[src/rtl/gpio_parity_monitor.sv]
// Parity checker for the 17-bit GPIO return word with error counting and link-health FSM.
// Optional first-bad-word capture is enabled with `define GPIO_PARITY_MONITOR_CAPTURE_EN.
module gpio_parity_monitor #(
    parameter bit ODD_PARITY   = 1'b0,
    parameter int FAULT_THRESH = 3,
    parameter int CNT_W        = 8
) (
    input  logic             clk,
    input  logic             reset,
    input  logic [16:0]      GPIOIN_i,
    input  logic             sample_i,
    input  logic             clear_i,
    output logic [15:0]      data_o,
    output logic             data_valid_o,
    output logic             parity_err_o,
    output logic [CNT_W-1:0] err_count_o,
    output logic [1:0]       state_o,
    output logic             fault_o
`ifdef GPIO_PARITY_MONITOR_CAPTURE_EN
    ,
    output logic [16:0]      first_bad_o,
    output logic [15:0]      first_bad_idx_o
`endif
);

    localparam logic [1:0] ST_OK       = 2'b00;
    localparam logic [1:0] ST_DEGRADED = 2'b01;
    localparam logic [1:0] ST_FAULT    = 2'b10;

    localparam logic [CNT_W-1:0] CNT_MAX    = '1;
    localparam logic [7:0]       CONSEC_MAX = 8'hFF;
    localparam logic [7:0]       THRESH     = 8'(FAULT_THRESH);

    logic [7:0] consec;
    logic [7:0] consec_inc;
    logic       bad;
    logic       take;
    logic [1:0] state_next;

    assign bad        = GPIOIN_i[16] != (^GPIOIN_i[15:0] ^ ODD_PARITY);
    assign take       = sample_i && !clear_i;
    assign consec_inc = (consec == CONSEC_MAX) ? consec : consec + 8'd1;
    assign fault_o    = (state_o == ST_FAULT);

    // NOTE: state_next gets a default before any branch so no path leaves it unassigned (no latch).
    always_comb begin
        state_next = state_o;
        if (clear_i) begin
            state_next = ST_OK;
        end else if (sample_i) begin
            case (state_o)
                ST_OK: begin
                    if (bad) state_next = (consec_inc >= THRESH) ? ST_FAULT : ST_DEGRADED;
                end
                ST_DEGRADED: begin
                    if (!bad)                      state_next = ST_OK;
                    else if (consec_inc >= THRESH) state_next = ST_FAULT;
                end
                ST_FAULT: state_next = ST_FAULT;
                default:  state_next = ST_OK;
            endcase
        end
    end

    // NOTE: all state below uses non-blocking assignments so every flop samples pre-edge values.
    always_ff @(posedge clk) begin
        if (reset) begin
            data_o       <= '0;
            data_valid_o <= 1'b0;
            parity_err_o <= 1'b0;
            err_count_o  <= '0;
            consec       <= '0;
            state_o      <= ST_OK;
        end else begin
            data_valid_o <= sample_i;
            parity_err_o <= take && bad;
            state_o      <= state_next;
            if (sample_i) data_o <= GPIOIN_i[15:0];

            if (clear_i) begin
                err_count_o <= '0;
                consec      <= '0;
            end else if (sample_i) begin
                if (bad) begin
                    if (err_count_o != CNT_MAX) err_count_o <= err_count_o + 1'b1;
                    consec <= consec_inc;
                end else begin
                    consec <= '0;
                end
            end
        end
    end

`ifdef GPIO_PARITY_MONITOR_CAPTURE_EN
    logic [15:0] sample_idx;
    logic        have_first;

    // Index counts every accepted sample; the first bad one is latched until reset/clear.
    always_ff @(posedge clk) begin
        if (reset || (!reset && clear_i)) begin
            first_bad_o     <= '0;
            first_bad_idx_o <= '0;
            sample_idx      <= '0;
            have_first      <= 1'b0;
        end else if (take) begin
            if (sample_idx != 16'hFFFF) sample_idx <= sample_idx + 16'd1;
            if (bad && !have_first) begin
                first_bad_o     <= GPIOIN_i;
                first_bad_idx_o <= sample_idx;
                have_first      <= 1'b1;
            end
        end
    end
`endif

endmodule

[config.mk]
export PLATFORM = sky130hd
export DESIGN_NAME = gpio_parity_monitor
export DESIGN_NICKNAME = d
export VERILOG_FILES = /design/src/rtl/gpio_parity_monitor.sv
export SDC_FILE = /design/constraint.sdc
export NUM_CORES = 1
export LEC_CHECK = 0
export ABC_AREA = 1
export CAP_MARGIN = 20
export CELL_PAD_IN_SITES_DETAIL_PLACEMENT = 1
export CELL_PAD_IN_SITES_GLOBAL_PLACEMENT = 2
export CORE_MARGIN = 10
export CORE_UTILIZATION = 26
export CTS_CLUSTER_SIZE = 14
export DETAILED_ROUTE_END_ITERATION = 10
export PLACE_DENSITY = 0.86
export SETUP_SLACK_MARGIN = 0.5
export SYNTH_ARGS = -nofsm -noshare
export SYNTH_HDL_FRONTEND = slang
export SYNTH_SLANG_ARGS = --single-unit
export TNS_END_PERCENT = 5
[constraint.sdc]
create_clock -name clk -period 2.45 [get_ports clk]
set_input_delay 0.49 -clock clk [delete_from_list [all_inputs] [get_ports clk]]
set_output_delay 0.49 -clock clk [all_outputs]
set_load 0.005 [all_outputs]
==> After elaboration in Yosys (flattened, before gate mapping) <==
Cells that the tools add are included.
{ "word_totals": {"ff_bits": 36, "inputBits": 21, "wordCells": 31} }
{ "classes": {"addsub": 2, "magnitude_cmp": 1, "eq_ne": 7, "mux": 7, "reduce_logical": 8} }
{ "op_table": {"columns": ["operator", "count"], "rows": [
  ["$add A8 B1 Y8 const B", 2],
  ["$mux W8", 2],
  ["$reduce_xor A16 Y1", 1],
  ["$eq A8 B8 Y1 const B", 1],
  ["$ge A8 B2 Y1 const B", 1],
  ["$mux W2", 4],
  ["$ne A8 B8 Y1 const B", 1],
  ["$pmux W2 S3", 1],
  ["$reduce_and A3 Y1", 2],
  ["$ne A3 B3 Y1 const B", 1],
  ["$eq A2 B1 Y1 const B", 1],
  ["$eq A2 B2 Y1 const B", 1],
  ["$logic_and A1 B1 Y1", 2],
  ["$logic_not A2 Y1", 1],
  ["$ne A2 B2 Y1 const B", 1],
  ["$reduce_or A2 Y1", 1],
  ["$logic_not A1 Y1", 1],
  ["$ne A1 B1 Y1", 1]
]} }

==> Longest topological paths before layout <==
{ "logic_depth": {"ltp_word": 6, "depth_mapped": 16, "mapped_depth_nobuf": 16} }

==> Worst setup path after synthesis <==
No wires, ideal clock.
{ "synth_timing": {"kind": "register -> register", "startpoint": "register consec[1]", "endpoint": "register state_o[0]", "t_arrival_ns": 1.584, "required_time_ns": 2.335, "path_slack_ns": 0.751, "path_stages_with_launch": 13, "path_buffers": 0, "period_less_slack_ns": 1.699, "cell_sequence": "dfxtp_1 > ha_1 > nand2_2 > nor2_4 > nand3_4 > nand2_2 > nand2_2 > a21oi_2 > nand2_1 > nor2_2 > nand2_2 > a21oi_1 > nor2_1"} }
{ "synth_via": {"elab_chain_cells": 6} }
{ "synth_rtl": {"columns": ["item", "line_no", "text"], "rows": [
  ["start: declaration", "34", "logic [7:0] consec;"],
  ["start signal: assignment", "86", "consec <= consec_inc;"],
  ["$add A8 B1 Y8 / $eq A8 B8 Y1 (equally long branches)", "42", "assign consec_inc = (consec == CONSEC_MAX) ? consec : consec + 8'd1;"],
  ["$mux W8 *", "42", null],
  ["$ge A8 B2 Y1 *", "53, 57", null],
  ["$mux W2 (2 in a row)", "53", "if (bad) state_next = (consec_inc >= THRESH) ? ST_FAULT : ST_DEGRADED;"],
  ["$pmux W2 S3", "51", "case (state_o)"],
  ["end signal: assignment", "77", "state_o <= state_next;"],
  ["end: declaration", "17", "output logic [1:0] state_o,"]
]} }
Every way passes the cells marked *; elsewhere a longest branch is shown, timed or not. The select of a mux whose other input is x is not followed.
A chain may end at the register's enable or synchronous reset.

==> Final worst setup path <==
{ "layout_timing": {"startpoint": "input GPIOIN_i[16]", "endpoint": "register err_count_o[0]"} }
{ "layout_via": {"elab_chain_cells": 2} }
{ "layout_rtl": {"columns": ["item", "line_no", "text"], "rows": [
  ["start: declaration", "10", "input logic [16:0] GPIOIN_i,"],
  ["$ne A1 B1 Y1", "40", "assign bad = GPIOIN_i[16] != (^GPIOIN_i[15:0] ^ ODD_PARITY);"],
  ["$reduce_and A3 Y1 (no line)", null, null],
  ["end signal: assignment", "85", "if (err_count_o != CNT_MAX) err_count_o <= err_count_o + 1'b1;"],
  ["end: declaration", "16", "output logic [CNT_W-1:0] err_count_o,"]
]} }
No other way between the ends.

==> results.cfg <==
[floorplan]
core_area_um2 = 7250
rows = 31
die_w_um = 107
start_util = 0.268
die_h_um = 107
io_pins = 50
die_area_um2 = 11300

[layout]
layout_commonest_cell = nand2_1
antenna_cells = 0
drive_gt1_frac = 0.176
nFillCells = 931
final_core_util = 0.383
mostFrequentLayoutCells = nand2_1 (86), dfxtp_1 (33), clkdlybuf4s50_1 (33), nor2_1 (25)
area_delta_synth_final_pct = 42.6
fin_nets = 376
final_area_um2 = 2780

[placement]
port_buffers = 49
place_congestion = 0.711
pre_cts_slack_ps = 22.3
dpl_cell_area_um2 = 2560
hpwlAfterDp_um = 4410

[critical_path]
reg2reg_to = state_o[0]
path_cells = clkdlybuf4s50_1 -> inv_1 -> nand3_2 -> nand2_1 -> nand2_2 -> nand2_1 -> nand2_2 -> nand2_4 -> nor2_4 -> o21ai_4 -> nor2_1 -> nor2_1
cp.required_ps = 2630
cp_max_fo = 7
path_delay_family = simple AND/OR/NAND/NOR gates
rrSetupSlack_ps = 620
timing.rr.start = consec[1]
crit_buf_inv = 2
r2r_cells = 14
worst_setup_path_end_kind = flip-flop
arrival_ps = 2030
cp-start-kind = input port
critPathMaxStageDelay_ps = 510
cp_slowest_cell = clkdlybuf4s50_1
critical_path_class = input port to flip-flop

[yosys]
ys_top_cells_by_area = dfxtp_1 (37%), nand2_1 (18%), inv_1 (5.6%), o21ai_0 (5.4%), nor2_1 (5.2%)
synth_top_area_share = 0.370
synth_area_per_cell_um2 = 6.62
netlist_area_um2 = 1950
synth_warnings = 0
syn-num-nets = 317
synth_cells = 294
ys_ff_latch = 36
netlist-cell-type-count = 24
ys_seq_area_frac = 0.370
synth_top_cell_by_area = dfxtp_1

[global_route]
grt_pass1_vias = 2097
grt-ovfl-total = 0
grt_pass1_wl_um = 9780
grt_max_degree = 27
track_usage = 0.103
antenna_found_initial = 0

[detailed_routing]
vias_per_cell = 4.45
num_vias = 2013
ant_nets = 0
drc_errors = 0
drtIter0Drc = 28
drt-total-wl_um = 5790
wire_per_inst_um = 12.8
drtPass1Iterations = 3

[power]
leakage_nw = 1.24
p_comb_frac = 0.232
power_density_nw_per_um2 = 485
power_frac_seq = 0.464
vdd_ir_drop_max_mv = 0.205
p_switching_uw = 400
swShare = 0.297
clkPwrFrac = 0.303
intPower_uw = 947

[hold_path]
holdCritPathClass = flip-flop to flip-flop
min_to = err_count_o[7]
worstHoldStart = err_count_o[7]
hold_depth = 2

[timing]
holdWs_ps = 479
slew_headroom = 0.561
final_max_slew_viol_count = 0
rsz0062_at_grt = yes
max_slew.worst_pin.slew_ps = 658
setup_slack_ps = 605
skew_ps = 10.1
max_clock_freq_ghz = 0.542
min_period_over_period = 0.753
period_needed_ps = 1850
final-setup-viol-count = 0
fin_setup_tns_ps = 0
hold_violations = 0

[clock_network]
cts_made_buffers = 5
cts_max_level = 2
path_clk_slew_ps = 70
clock_latency_ps = 290
cts_root_buf = clkbuf_8
clockBufferDepth = 2
cts.sinks = 36
cts_tree = yes

[run_status]
status = completed

[flow_run]
max-cap-violations = 0
## worst register-to-register path, delay by kind of cell (launching register included)
family | cells | cell delay (ps)
simple gates | 11 | 920
flops | 1 | 350
fa+ha+maj | 1 | 170
buf+inv | 1 | 140
compound gates | 1 | 140
## final cells by class
| type | instances | area, um^2 | share of cell area |
|---|---|---|---|
| Inverter | 33 | 126 | 0.0455 |
| Multi-Input combinational cell | 220 | 1170 | 0.421 |
| Tap cell | 99 | 124 | 0.0446 |
| Sequential cell | 36 | 724 | 0.261 |
| Clock inverter | 1 | 5.00 | 0.00180 |
| Clock buffer | 6 | 72.6 | 0.0261 |
| Timing Repair Buffer | 57 | 554 | 0.200 |
## registers in the layout, indices dropped and copies added (netlist names)
name	count
data_valid_o	1
consec	8
data_o	16
err_count_o	8
state_o	2
parity_err_o	1
## Yosys cell counts
library cell	n
ha_1	2
inv_1	29
nor2_4	2
nand3_4	1
o22ai_1	2
nor2_2	2
o21ai_2	1
a21oi_1	20
nand2_1	93
nand3_1	20
a21oi_2	2
nor3_4	1
nand4_1	3
nand3_2	1
nand2_2	6
inv_2	4
nor2_1	27
xnor2_1	6
dfxtp_1	36
o21ai_0	21
nand2_4	1
o21ai_1	4
xor2_1	5
clkbuf_1	5
## per-stage QoR
step / instances / total power [mW]
after CTS: 449 / 1.35
final: 452 / 1.35
after global routing: 452 / 1.43
after floorplan: 294 / 0.795
after detailed placement: 439 / 0.924
after global placement: 439 / 0.917
## how the worst max path moves through the flow
stage	startpoint	end	slack, ps	cells after the start
2_1_floorplan	consec[1]	state_o[0]	750	12
3_3_place_gp	GPIOIN_i[14]	err_count_o[2]	60	14
3_5_place_dp	GPIOIN_i[13]	err_count_o[2]	20	14
4_1_cts	GPIOIN_i[7]	err_count_o[2]	470	17
5_1_grt	GPIOIN_i[15]	err_count_o[0]	450	15
6_report	GPIOIN_i[16]	err_count_o[0]	600	12
## repair_timing
item	in CTS	in global routing
buffers inserted	3	3
setup endpoints to repair	17	20
pin swaps	7	12
resized for setup	28	22
hold buffers	0	0
## logic make-up (layout without fill, tap and decap cells)
kind of cell,Yosys count,count (layout),synth area share
AND/OR/NAND/NOR,157,157,0.358
AO/OA/AOI/OAI,50,50,0.136
buffers and inverters,38,97,0.0733
adder cells (fa/ha/maj),2,2,0.0129
XOR/XNOR,11,11,0.0495
flip-flops,36,36,0.370
## power by group through the flow
stage	clock network, mW	registers (mW)	logic (mW)
after global routing	0.451	0.629	0.353
final	0.409	0.625	0.313
after floorplan	0	0.638	0.157
after global placement	0	0.637	0.280
after detailed placement	0	0.638	0.286
after CTS	0.425	0.625	0.303
## routing by layer
layer,track usage,wire [um],vias to the layer above
met5,0,0,-
met2,0.169,2690,30
met4,0.0329,61,0
met3,0.0350,282,5
met1,0.124,2750,928
li1,-,-,1050
Power figures use the tool's default switching activity.
